$ cat src/rtl/media_min.sv
// -----------------------------------------------------------------------------
// media_min
// Downstream consumer of the three-channel minimum stage. Collects 2^LOG2N
// unsigned 8-bit samples over an active-low dav / rfd handshake, then offers
// their truncated (floor) mean over a second dav / rfd handshake. Upstream is
// stalled (rfd_in low) from the last sample of a block until the mean has been
// taken by the downstream consumer.
//
// Parameters:
//   LOG2N     log2 of samples per mean, legal range 1..4
// Ports:
//   clock     in   system clock, all state changes on posedge
//   reset_    in   asynchronous reset, active low
//   dav_in_   in   upstream data available, active low
//   x         in   upstream sample, valid while dav_in_ = 0
//   rfd_in    out  ready-for-data to upstream
//   media     out  mean of the last completed block of samples
//   dav_out_  out  data available to downstream, active low
//   rfd_out   in   downstream ready-for-data
// -----------------------------------------------------------------------------
module media_min #(
  parameter int LOG2N = 2
) (
  input  logic       clock,
  input  logic       reset_,
  input  logic       dav_in_,
  input  logic [7:0] x,
  output logic       rfd_in,
  output logic [7:0] media,
  output logic       dav_out_,
  input  logic       rfd_out
);

  // Accumulator is wide enough for 255 * 2^LOG2N, so it can never wrap.
  localparam int AW = 8 + LOG2N;

  localparam logic [1:0] S0 = 2'd0;  // wait for a sample
  localparam logic [1:0] S1 = 2'd1;  // wait for upstream to release dav_in_
  localparam logic [1:0] S2 = 2'd2;  // mean ready, wait for downstream ready
  localparam logic [1:0] S3 = 2'd3;  // mean offered, wait for downstream ack

  logic [1:0]       state_q, state_d;
  logic [AW-1:0]    acc_q, acc_d;
  logic [LOG2N-1:0] cnt_q, cnt_d;
  logic             rfd_in_q, rfd_in_d;
  logic             dav_out_q, dav_out_d;
  logic [7:0]       media_q, media_d;

  // Next-state and datapath decode for the handshake FSM.
  always_comb begin
    state_d   = state_q;
    acc_d     = acc_q;
    cnt_d     = cnt_q;
    rfd_in_d  = rfd_in_q;
    dav_out_d = dav_out_q;
    media_d   = media_q;
    case (state_q)
      S0: begin
        if (dav_in_ == 1'b0) begin
          // x is sampled only here, once per upstream handshake.
          acc_d    = acc_q + {{LOG2N{1'b0}}, x};
          cnt_d    = cnt_q + LOG2N'(1'b1);
          rfd_in_d = 1'b0;
          state_d  = S1;
        end else begin
          state_d = S0;
        end
      end
      S1: begin
        if (dav_in_ == 1'b1) begin
          // cnt wraps to zero exactly when the 2^LOG2N-th sample went in.
          if (cnt_q == '0) begin
            media_d = acc_q[AW-1:LOG2N];
            acc_d   = '0;
            state_d = S2;
          end else begin
            rfd_in_d = 1'b1;
            state_d  = S0;
          end
        end else begin
          state_d = S1;
        end
      end
      S2: begin
        // Upstream stays stalled; dav_in_ has no effect until back in S0.
        if (rfd_out == 1'b1) begin
          dav_out_d = 1'b0;
          state_d   = S3;
        end else begin
          state_d = S2;
        end
      end
      S3: begin
        if (rfd_out == 1'b0) begin
          dav_out_d = 1'b1;
          rfd_in_d  = 1'b1;
          state_d   = S0;
        end else begin
          state_d = S3;
        end
      end
      default: begin
        state_d   = S0;
        acc_d     = '0;
        cnt_d     = '0;
        rfd_in_d  = 1'b1;
        dav_out_d = 1'b1;
      end
    endcase
  end

  // State and output registers; reset discards any partial block or pending mean.
  always_ff @(posedge clock or negedge reset_) begin
    if (!reset_) begin
      state_q   <= S0;
      acc_q     <= '0;
      cnt_q     <= '0;
      rfd_in_q  <= 1'b1;
      dav_out_q <= 1'b1;
      media_q   <= 8'd0;
    end else begin
      state_q   <= state_d;
      acc_q     <= acc_d;
      cnt_q     <= cnt_d;
      rfd_in_q  <= rfd_in_d;
      dav_out_q <= dav_out_d;
      media_q   <= media_d;
    end
  end

  assign rfd_in   = rfd_in_q;
  assign dav_out_ = dav_out_q;
  assign media    = media_q;

endmodule

$ cat config.mk
export PLATFORM = sky130hd
export DESIGN_NAME = media_min
export DESIGN_NICKNAME = d
export VERILOG_FILES = /design/src/rtl/media_min.sv
export SDC_FILE = /design/constraint.sdc
export NUM_CORES = 1
export LEC_CHECK = 0
export CAP_MARGIN = 40
export CORE_MARGIN = 2
export CORE_UTILIZATION = 57
export CTS_CLUSTER_DIAMETER = 80
export DETAILED_ROUTE_END_ITERATION = 10
export GPL_TIMING_DRIVEN = 0
export PLACE_DENSITY = 0.84
export SLEW_MARGIN = 20
export SYNTH_ARGS = -nofsm -noshare
export SYNTH_HDL_FRONTEND = slang
export SYNTH_SLANG_ARGS = --single-unit
$ cat constraint.sdc
create_clock -name clock -period 3.7 [get_ports clock]
set_clock_uncertainty 0.1 [all_clocks]
set_input_delay 0.37 -clock clock [delete_from_list [all_inputs] [get_ports clock]]
set_output_delay 0.37 -clock clock [all_outputs]
set_load 0.1 [all_outputs]
==> impl_metrics.toml <==
[worst_setup_path]
cp_top_family = "compound AO/OA/AOI/OAI gates"
startpoint_type = "input pin"
cp_slowest_cell = "clkdlybuf4s50_1"
slowest_delay_ps = 470
cp_cell_sequence = "clkdlybuf4s50_1 > ha_1 > inv_1 > fa_1 > nor2b_4 > o31a_1 > nor2_1 > o311ai_0 > o41ai_1"
endpoint_kind = "register"
crit_arrival_ps = 2450
crit_path_max_fanout = 3
critPathKind = "input pin to register"
crit_buf_inv = 2
cp.required_ps = 3800

[clock_tree]
h-tree-depth = 1
cts_sinks = 24
cts_resized = 0
clockRootBuffer = "clkbuf_4"
cts_hold_buf = 0
path_clk_slew_ps = 130
cts_buffer_depth = 2
cts-buffers-inserted = 3
cts_tree = "done"
post_cts_buffers = 0
clk_latency_ps = 320

[sta]
worst_slew_pin_slew_ps = 529.2
whs_ps = 256.4
drv_slew = 0
finalSetupTns_ps = 0
period_share_pct = 63.55
relSlewSlack_pct = 64.53
min_period_ps = 2351
fmax_ghz = 0.4253
finalSetupViolCount = 0
rsz0062_at_grt = "false"
hold_violations = 0

[synth]
synthMuxAreaShare_pct = 8.727
synth_cell_type_count = 37
syn_avg_cell_area_sq_um = 11.06
synth_top_family_by_area = "compound AO/OA/AOI/OAI gates"
yosysWarnings = 0
synth_fa_ha_area_share_pct = 13.00
yosys.area_share.simple_pct = 11.67
ys_seq_area_share_pct = 42.92
syn_area_sq_um = 1405
synth_cells = 127
synth_compound_area_share_pct = 17.72
synth_xor_area_share_pct = 2.493
synth_nets = 153
ys_ff_latch = 24

[route]
vias = 1090
firstDrtPassIters = 4
drtIter0Drc = 21
vias_per_cell = 5.707
post_drt_wl_per_cell_um = 15.25
ant_nets = 0
wl_mm = 2.912
drcViolationCount = 0

[die]
start_util_pct = 61.74
die-area_sq_um = 2878
die_w_um = 53.65
io_pins = 22
rows = 17
die_h_um = 53.65
core_area_sq_um = 2276

[final_layout]
layout-drive-gt1-share_pct = 21.47
final_design_area_no_fill_sq_um = 1852
num-nets-final = 190
num_antenna_cells = 0
most-common-layout-cells = "dfrtp_1, clkdlybuf4s50_1, ha_1"
areaGrowthSynthToFinish_pct = 31.79
final_common_cell = "dfrtp_1"
fillers = 141
utilization_pct = 81.36
multi_input_comb_area_sq_um = 753.2
area.sequential_sq_um = 603.1
layoutNonFillerInstCount = 191

[grt]
grt.total_usage_pct = 24.36
overflow = 0
grt_max_degree = 17
antenna_found_initial = 0
grt_pass1_vias = 1075
grt_first_pass_wirelength_mm = 4.947

[placed_design]
place_area_sq_um = 1815
gp_congestion = 0.8370
place_inst = 187
hpwl_mm = 2.257
port_buffers = 21

[flow_run]
maxCapViolCount = 0

[power]
powerDensity_nw_per_um2 = 898.7
irDropWorstVdd_mv = 0.7555
p_leak_nw = 0.8452

[min_path]
hold_path.class = "input pin to asynchronous set/reset pin"

[outcome]
outcome = "completed"
-- worst paths after layout --
kind / from / end / slack (ps) / depth (start not counted)
min reg2reg: acc_q[9] / acc_q[9] / 410 / 1
max reg2reg: state_q[0] / acc_q[8] / 1410 / 7
min: reset_ / acc_q[4] / 260 / 1
max: x[0] / acc_q[8] / 1350 / 9
min in group clock: acc_q[9] / acc_q[9] / 410 / 1
max in group asynchronous: reset_ / rfd_in / 2670 / 2
-- cells by family after synthesis --
logic type | count (synthesis)
simple gates | 29
fa+ha+maj | 14
xor+xnor | 4
mux | 11
compound gates | 33
flops | 24
buf+inv | 12
-- Yosys cell counts --
cell type   n  area [sq um]
and3_4      1         11.26
nor2_1      7         26.28
mux2_2     10         112.6
fa_1        1         20.02
nand3_1     1         5.000
a2111oi_4   1         27.53
dfstp_2     2         52.55
ha_1       13         162.7
or3_1       1         6.260
o31ai_1     1         7.510
o211ai_1    1         7.510
and3_1      1         6.260
xnor2_1     3         26.28
buf_2       3         15.01
xor2_1      1         8.760
nor3b_1     1         7.510
a21o_1      1         7.510
nor2b_1     3         18.77
dfrtp_1    22         550.5
inv_1       9         33.78
o31a_1      1         8.760
a211oi_1    1         7.510
mux2i_1     1         10.01
o311ai_2    1         16.27
o311ai_0    1         8.760
nor2b_4     1         13.76
o21a_1      2         15.01
a21oi_1     9         45.04
a22o_1      4         35.03
o21ai_0     7         35.03
nand2_1     7         26.28
a32o_1      1         10.01
nand2b_1    3         18.77
o41ai_1     2         17.52
and2_1      1         6.260
or4_1       1         7.510
nor3_2      1         10.01
-- layout make-up --
class / count / area share [%]
tap: 28 / 1.892
timing repair buffer: 32 / 20.27
sequential: 24 / 32.57
buffer: 3 / 0.8108
multi-input combinational: 91 / 40.68
inverter: 9 / 1.824
clock buffer: 4 / 1.959
-- power breakdown --
group | internal, mW | switching, mW | total, mW | leakage, nW
sequential | 0.376 | 0.0740 | 0.450 | 0.299
combinational | 0.442 | 0.637 | 1.08 | 0.525
clock | 0.0601 | 0.0742 | 0.134 | 0.0210
-- per-stage QoR --
stage	setup WS, ps	total power, mW
global placement	1148	1.332
detailed placement	969.4	1.526
CTS	1327	1.670
global route	1211	1.762
floorplan	1648	1.163
finish	1349	1.664
-- routing by layer --
| layer | vias to the layer above | wire [um] | global-route usage (%) |
|---|---|---|---|
| li1 | 530 | - | - |
| met1 | 524 | 1260 | 28.60 |
| met2 | 30 | 1481 | 44.24 |
| met3 | 6 | 112 | 5.278 |
| met4 | 0 | 57 | 7.265 |
| met5 | - | 0 | 0 |
-- sequential cells by signal, indices dropped and copies added (netlist names) --
name	cells
media	8
dav_out_	1
cnt_q	2
acc_q	10
rfd_in	1
state_q	2
No activity file was read; power rests on OpenSTA's default activity.
==> variant 1: new RTL, same settings <==
Register the inputs `dav_in_`, `x` and `rfd_out` before use, cleared by the reset. The logic sees them one clock later.
--- a/src/rtl/media_min.sv
+++ b/src/rtl/media_min.sv
@@ -39,6 +39,22 @@
   localparam logic [1:0] S2 = 2'd2;  // mean ready, wait for downstream ready
   localparam logic [1:0] S3 = 2'd3;  // mean offered, wait for downstream ack
 
+  logic dav_in__q;
+  logic [7:0] x_q;
+  logic rfd_out_q;
+
+  always_ff @(posedge clock or negedge reset_) begin
+    if (!reset_) begin
+      dav_in__q <= '0;
+      x_q       <= '0;
+      rfd_out_q <= '0;
+    end else begin
+      dav_in__q <= dav_in_;
+      x_q       <= x;
+      rfd_out_q <= rfd_out;
+    end
+  end
+
   logic [1:0]       state_q, state_d;
   logic [AW-1:0]    acc_q, acc_d;
   logic [LOG2N-1:0] cnt_q, cnt_d;
@@ -56,9 +72,9 @@
     media_d   = media_q;
     case (state_q)
       S0: begin
-        if (dav_in_ == 1'b0) begin
+        if (dav_in__q == 1'b0) begin
           // x is sampled only here, once per upstream handshake.
-          acc_d    = acc_q + {{LOG2N{1'b0}}, x};
+          acc_d    = acc_q + {{LOG2N{1'b0}}, x_q};
           cnt_d    = cnt_q + LOG2N'(1'b1);
           rfd_in_d = 1'b0;
           state_d  = S1;
@@ -67,7 +83,7 @@
         end
       end
       S1: begin
-        if (dav_in_ == 1'b1) begin
+        if (dav_in__q == 1'b1) begin
           // cnt wraps to zero exactly when the 2^LOG2N-th sample went in.
           if (cnt_q == '0) begin
             media_d = acc_q[AW-1:LOG2N];
@@ -83,7 +99,7 @@
       end
       S2: begin
         // Upstream stays stalled; dav_in_ has no effect until back in S0.
-        if (rfd_out == 1'b1) begin
+        if (rfd_out_q == 1'b1) begin
           dav_out_d = 1'b0;
           state_d   = S3;
         end else begin
@@ -91,7 +107,7 @@
         end
       end
       S3: begin
-        if (rfd_out == 1'b0) begin
+        if (rfd_out_q == 1'b0) begin
           dav_out_d = 1'b1;
           rfd_in_d  = 1'b1;
           state_d   = S0;
Behaviour: not the same (Yosys sat finds a counterexample within 4 cycles, from zero or initial values and one cycle with reset_ low).
==> variant 1 against the unedited design <==
  * Sequential cell count grew 10
  * Largest power group unchanged
  * Sequential power rose by 26%
  * Final cell count rose by 12%
  * Maximum frequency rose by 7.5%
  * Routed wire length is 4.5% higher
  * Synthesized area increased by 18%
  * Cell area up 14%
  * Power is 8.4% higher
  * Worst setup slack improved by 0.16 ns
==> variant 1: results (changes against the unedited design) <==
<table>
<tr><th>Metric</th><th>Value</th></tr>
<tr><th colspan="2">Outcome</th></tr>
<tr><td>Run status</td><td>completed</td></tr>
<tr><th colspan="2">GRT</th></tr>
<tr><td>Met3 track demand over resource</td><td>0.0737 (+0.0209)</td></tr>
<tr><td>Largest net degree at the start of global routing</td><td>35 (+18)</td></tr>
<tr><td>GRT Resource Usage Total</td><td>0.217 (-0.0268)</td></tr>
<tr><td>Met2 Usage GRT</td><td>0.344 (-0.0982)</td></tr>
<tr><th colspan="2">Placed design</th></tr>
<tr><td>Hpwl dp</td><td>2.31 mm (+2.2%)</td></tr>
<tr><td>Placer Congestion</td><td>0.863 (+3.1%)</td></tr>
<tr><td>Placement-stage worst setup slack</td><td>1.56 ns (+0.586 ns)</td></tr>
<tr><th colspan="2">Final layout</th></tr>
<tr><td>Layout cell share with drive strength beyond 1</td><td>0.198 (-0.0169)</td></tr>
<tr><td>Nets</td><td>208 (+9.5%)</td></tr>
<tr><th colspan="2">Critical path</th></tr>
<tr><td>Depth of the most critical reg-to-reg path</td><td>8 (+1)</td></tr>
<tr><td>Origin of the critical flop-to-flop path</td><td>acc_q[0]$_DFFE_PN0P_</td></tr>
<tr><td>Crit path DAT</td><td>2.34 ns (-0.11 ns)</td></tr>
<tr><td>CP max-delay cell</td><td>o41ai_1</td></tr>
<tr><th colspan="2">Detailed routing</th></tr>
<tr><td>Metal1 wirelength</td><td>1.31 mm (+4.0%)</td></tr>
<tr><td>Vias per inst</td><td>5.68 (-0.46%)</td></tr>
<tr><td>Total wire length after detailed routing</td><td>3.04 mm (+4.5%)</td></tr>
<tr><td>Met2 routed WL</td><td>1.55 mm (+4.9%)</td></tr>
<tr><th colspan="2">Yosys</th></tr>
<tr><td>Cells taking the most area after synthesis</td><td>dfrtp_1 (48%), ha_1 (9.8%), mux2_2 (6.8%)</td></tr>
<tr><td>Seq/Total Area, Yosys</td><td>0.515 (+0.0855)</td></tr>
<tr><td>List of most frequent post-synthesis cells</td><td>dfrtp_1 (32), o21ai_0 (16), ha_1 (13)</td></tr>
<tr><td>Post-Synthesis Net Count</td><td>169 (+10%)</td></tr>
<tr><th colspan="2">Timing</th></tr>
<tr><td>WHS</td><td>0.365 ns (+0.109 ns)</td></tr>
<tr><td>Worst-margin pin slew</td><td>0.736 ns (+0.207 ns)</td></tr>
<tr><th colspan="2">Hold path</th></tr>
<tr><td>Tightest Hold Check Type</td><td>in2reg</td></tr>
<tr><th colspan="2">Pwr</th></tr>
<tr><td>Maximum VDD drop</td><td>0.680 mV (-10%)</td></tr>
<tr><td>P_leak</td><td>0.952 nW (+13%)</td></tr>
</table>
==> variant 1: area by class of cell <==
type | instances | area [µm²]
flip-flops and latches | 34 | 853
multi-input cells | 97 | 758
fillers | 190 | 651
repair buffers | 32 | 365
clock buffers | 7 | 45.0
inverters | 11 | 41.3
well taps | 31 | 38.8
plain buffers | 1 | 5.00
==> variant 1: per-stage QoR <==
step | util | std cells
floorplan | - | 143
global placement | 0.691 | 195
detailed placement | 0.744 | 205
CTS | 0.764 | 213
global route | 0.764 | 213
finish | 0.764 | 213
==> variant 1: power breakdown <==
part / internal [W] / switching (W)
Combinational: 0.000425 / 0.000632
Sequential: 0.000491 / 0.0000736
Clock: 0.0000715 / 0.000110
Total: 0.000988 / 0.000816
==> variant 1: worst max-delay path by stage <==
stage / from / end / depth (start not counted)
floorplan: x_q[0]$_DFF_PN0_ / acc_q[6]$_DFFE_PN0P_ / 8
global placement: reset_ / rfd_out_q$_DFF_PN0_ / 1
detailed placement: acc_q[0]$_DFFE_PN0P_ / acc_q[6]$_DFFE_PN0P_ / 8
CTS: acc_q[0]$_DFFE_PN0P_ / acc_q[8]$_DFFE_PN0P_ / 8
global route: acc_q[0]$_DFFE_PN0P_ / acc_q[8]$_DFFE_PN0P_ / 8
finish: acc_q[0]$_DFFE_PN0P_ / acc_q[8]$_DFFE_PN0P_ / 8
==> variant 1: cell families (layout without fill, tap and decap cells) <==
family / after synthesis / in the layout / synth area share
xor+xnor: 3 / 3 / 0.0159
buf+inv: 12 / 51 / 0.0279
compound gates: 43 / 43 / 0.165
flops: 34 / 34 / 0.515
simple gates: 26 / 26 / 0.0928
mux: 11 / 11 / 0.0740
fa+ha+maj: 14 / 14 / 0.110
==> variant 1: repair_timing <==
action                    CTS  global route
resized for setup           0             0
hold endpoints to repair   24             0
setup buffers               0             0
hold buffers                1             0
==> variant 2: new RTL, same flow settings <==
Made on the original files. The parameter `LOG2N` goes from 2 to 4. Comments in the files are not updated.
--- a/src/rtl/media_min.sv
+++ b/src/rtl/media_min.sv
@@ -19,7 +19,7 @@
 //   rfd_out   in   downstream ready-for-data
 // -----------------------------------------------------------------------------
 module media_min #(
-  parameter int LOG2N = 2
+  parameter int LOG2N = 4
 ) (
   input  logic       clock,
   input  logic       reset_,
Behaviour: not the same (Yosys sat finds a counterexample within 10 cycles, from zero or initial values and one cycle with reset_ low).
==> variant 2 against the unedited design <==
  * Synthesized area is 15% higher
  * Largest cell class unchanged
  * Worst setup slack worse by 0.023 ns
  * Sequential cell count is 4 higher
  * Power is 0.44% higher
  * Highest routed layer unchanged
  * Sequential share of layout area is 1.3 points higher
  * Global-route usage is 1.4 points lower
  * Cell area is 12% higher
  * Routed wire length is 18% higher
  * Worst hold slack better by 0.15 ns
  * Utilization is 5.5 points lower
  * Final cell count is 11% higher
  * First-iteration DRC count is 100% higher
==> variant 2: results (changes against the unedited design) <==
<table>
<tr><th>Metric</th><th>Value</th></tr>
<tr><th colspan="2">Final layout</th></tr>
<tr><td>Flip-flop count of the largest register after layout</td><td>12 (+2)</td></tr>
<tr><td>Layout cell share with drive strength beyond 1</td><td>0.215 (+0.000746)</td></tr>
<tr><th colspan="2">GRT</th></tr>
<tr><td>Met1 global-route usage</td><td>0.276 (-0.0103)</td></tr>
<tr><td>Largest net degree at the start of global routing</td><td>29 (+12)</td></tr>
<tr><td>First-pass GRT wire length</td><td>5.81 mm (+17%)</td></tr>
<tr><td>Vias in the first global route</td><td>1,292 (+20%)</td></tr>
<tr><th colspan="2">Detailed routing</th></tr>
<tr><td>Metal1 wirelength</td><td>1.41 mm (+12%)</td></tr>
<tr><td>Total wire length after detailed routing</td><td>3.45 mm (+18%)</td></tr>
<tr><td>Detailed Route Iter0 Violations</td><td>43 (+100%)</td></tr>
<tr><td>TritonRoute pass-1 iters</td><td>5 (+1)</td></tr>
<tr><th colspan="2">Pwr</th></tr>
<tr><td>Net Sw Frac</td><td>0.440 (-0.0322)</td></tr>
<tr><td>Maximum VDD drop</td><td>0.771 mV (+2.1%)</td></tr>
<tr><th colspan="2">Yosys</th></tr>
<tr><td>Portion of netlist area occupied by mux cells</td><td>0.0835 (-0.00374)</td></tr>
<tr><td>Parity-gate share of the synthesized area counting xor and xnor cells</td><td>0.0379 (+0.0130)</td></tr>
<tr><td>Share of the synthesized area in compound gates (AO/OA/AOI/OAI)</td><td>0.154 (-0.0233)</td></tr>
<tr><td>Library cells used by synthesis</td><td>36 (-2.7%)</td></tr>
<tr><th colspan="2">Critical path</th></tr>
<tr><td>Highest net fanout along the worst path</td><td>4 (+1)</td></tr>
<tr><td>Depth of the most critical reg-to-reg path</td><td>6 (-1)</td></tr>
<tr><td>Start point of the critical path</td><td>x[1]</td></tr>
<tr><td>Peak per-stage delay on the critical path</td><td>0.58 ns (+0.11 ns)</td></tr>
<tr><td>CP max-delay cell</td><td>nor4_1</td></tr>
<tr><td>Crit path DAT</td><td>2.53 ns (+0.08 ns)</td></tr>
<tr><th colspan="2">Clock network</th></tr>
<tr><td>Total of hold buffers inserted after clock tree synthesis</td><td>1 (+1)</td></tr>
<tr><th colspan="2">Outcome</th></tr>
<tr><td>Run status</td><td>completed</td></tr>
<tr><th colspan="2">Placed design</th></tr>
<tr><td>Placement-stage worst setup slack</td><td>0.962 ns (-0.00709 ns)</td></tr>
<tr><th colspan="2">Timing</th></tr>
<tr><td>Worst slew slack as a fraction of its limit</td><td>0.560 (-0.0849)</td></tr>
</table>
-- variant 2: cells by family after synthesis --
family	Yosys count
AO/OA/AOI/OAI	38
buffers and inverters	9
XOR/XNOR	7
AND/OR/NAND/NOR	37
flip-flops	28
multiplexers	11
adder cells (fa/ha/maj)	15
-- variant 2: power by group through the flow --
| stage | clock network, W | registers [W] | logic (W) |
|---|---|---|---|
| 2_1_floorplan | 0 | 0.000739 | 0.000421 |
| 3_3_place_gp | 0 | 0.000506 | 0.000801 |
| 3_5_place_dp | 0 | 0.000517 | 0.000952 |
| 4_1_cts | 0.000208 | 0.000512 | 0.000957 |
| 5_1_grt | 0.000220 | 0.000529 | 0.00102 |
| 6_report | 0.000203 | 0.000513 | 0.000955 |
-- variant 2: how the worst min path moves through the flow --
| stage | start | end | cells past startpoint | slack (ns) |
|---|---|---|---|---|
| after floorplan | reset_ | acc_q[0]$_DFFE_PN0P_ | 0 | -0.03 |
| after global placement | acc_q[11]$_DFFE_PN0P_ | acc_q[11]$_DFFE_PN0P_ | 1 | 0.38 |
| after detailed placement | reset_ | acc_q[0]$_DFFE_PN0P_ | 1 | 0.33 |
| after CTS | acc_q[11]$_DFFE_PN0P_ | acc_q[11]$_DFFE_PN0P_ | 1 | 0.41 |
| after global routing | cnt_q[3]$_DFFE_PN0P_ | cnt_q[3]$_DFFE_PN0P_ | 1 | 0.43 |
| final | acc_q[11]$_DFFE_PN0P_ | acc_q[11]$_DFFE_PN0P_ | 1 | 0.40 |
-- variant 2: final cells by class --
class | instances | share of cell area
Buffer | 3 | 0.0133
Clock buffer | 3 | 0.0109
Clock inverter | 1 | 0.0145
Inverter | 6 | 0.0109
Multi-Input combinational cell | 108 | 0.417
Sequential cell | 28 | 0.339
Tap cell | 31 | 0.0187
Timing Repair Buffer | 32 | 0.176
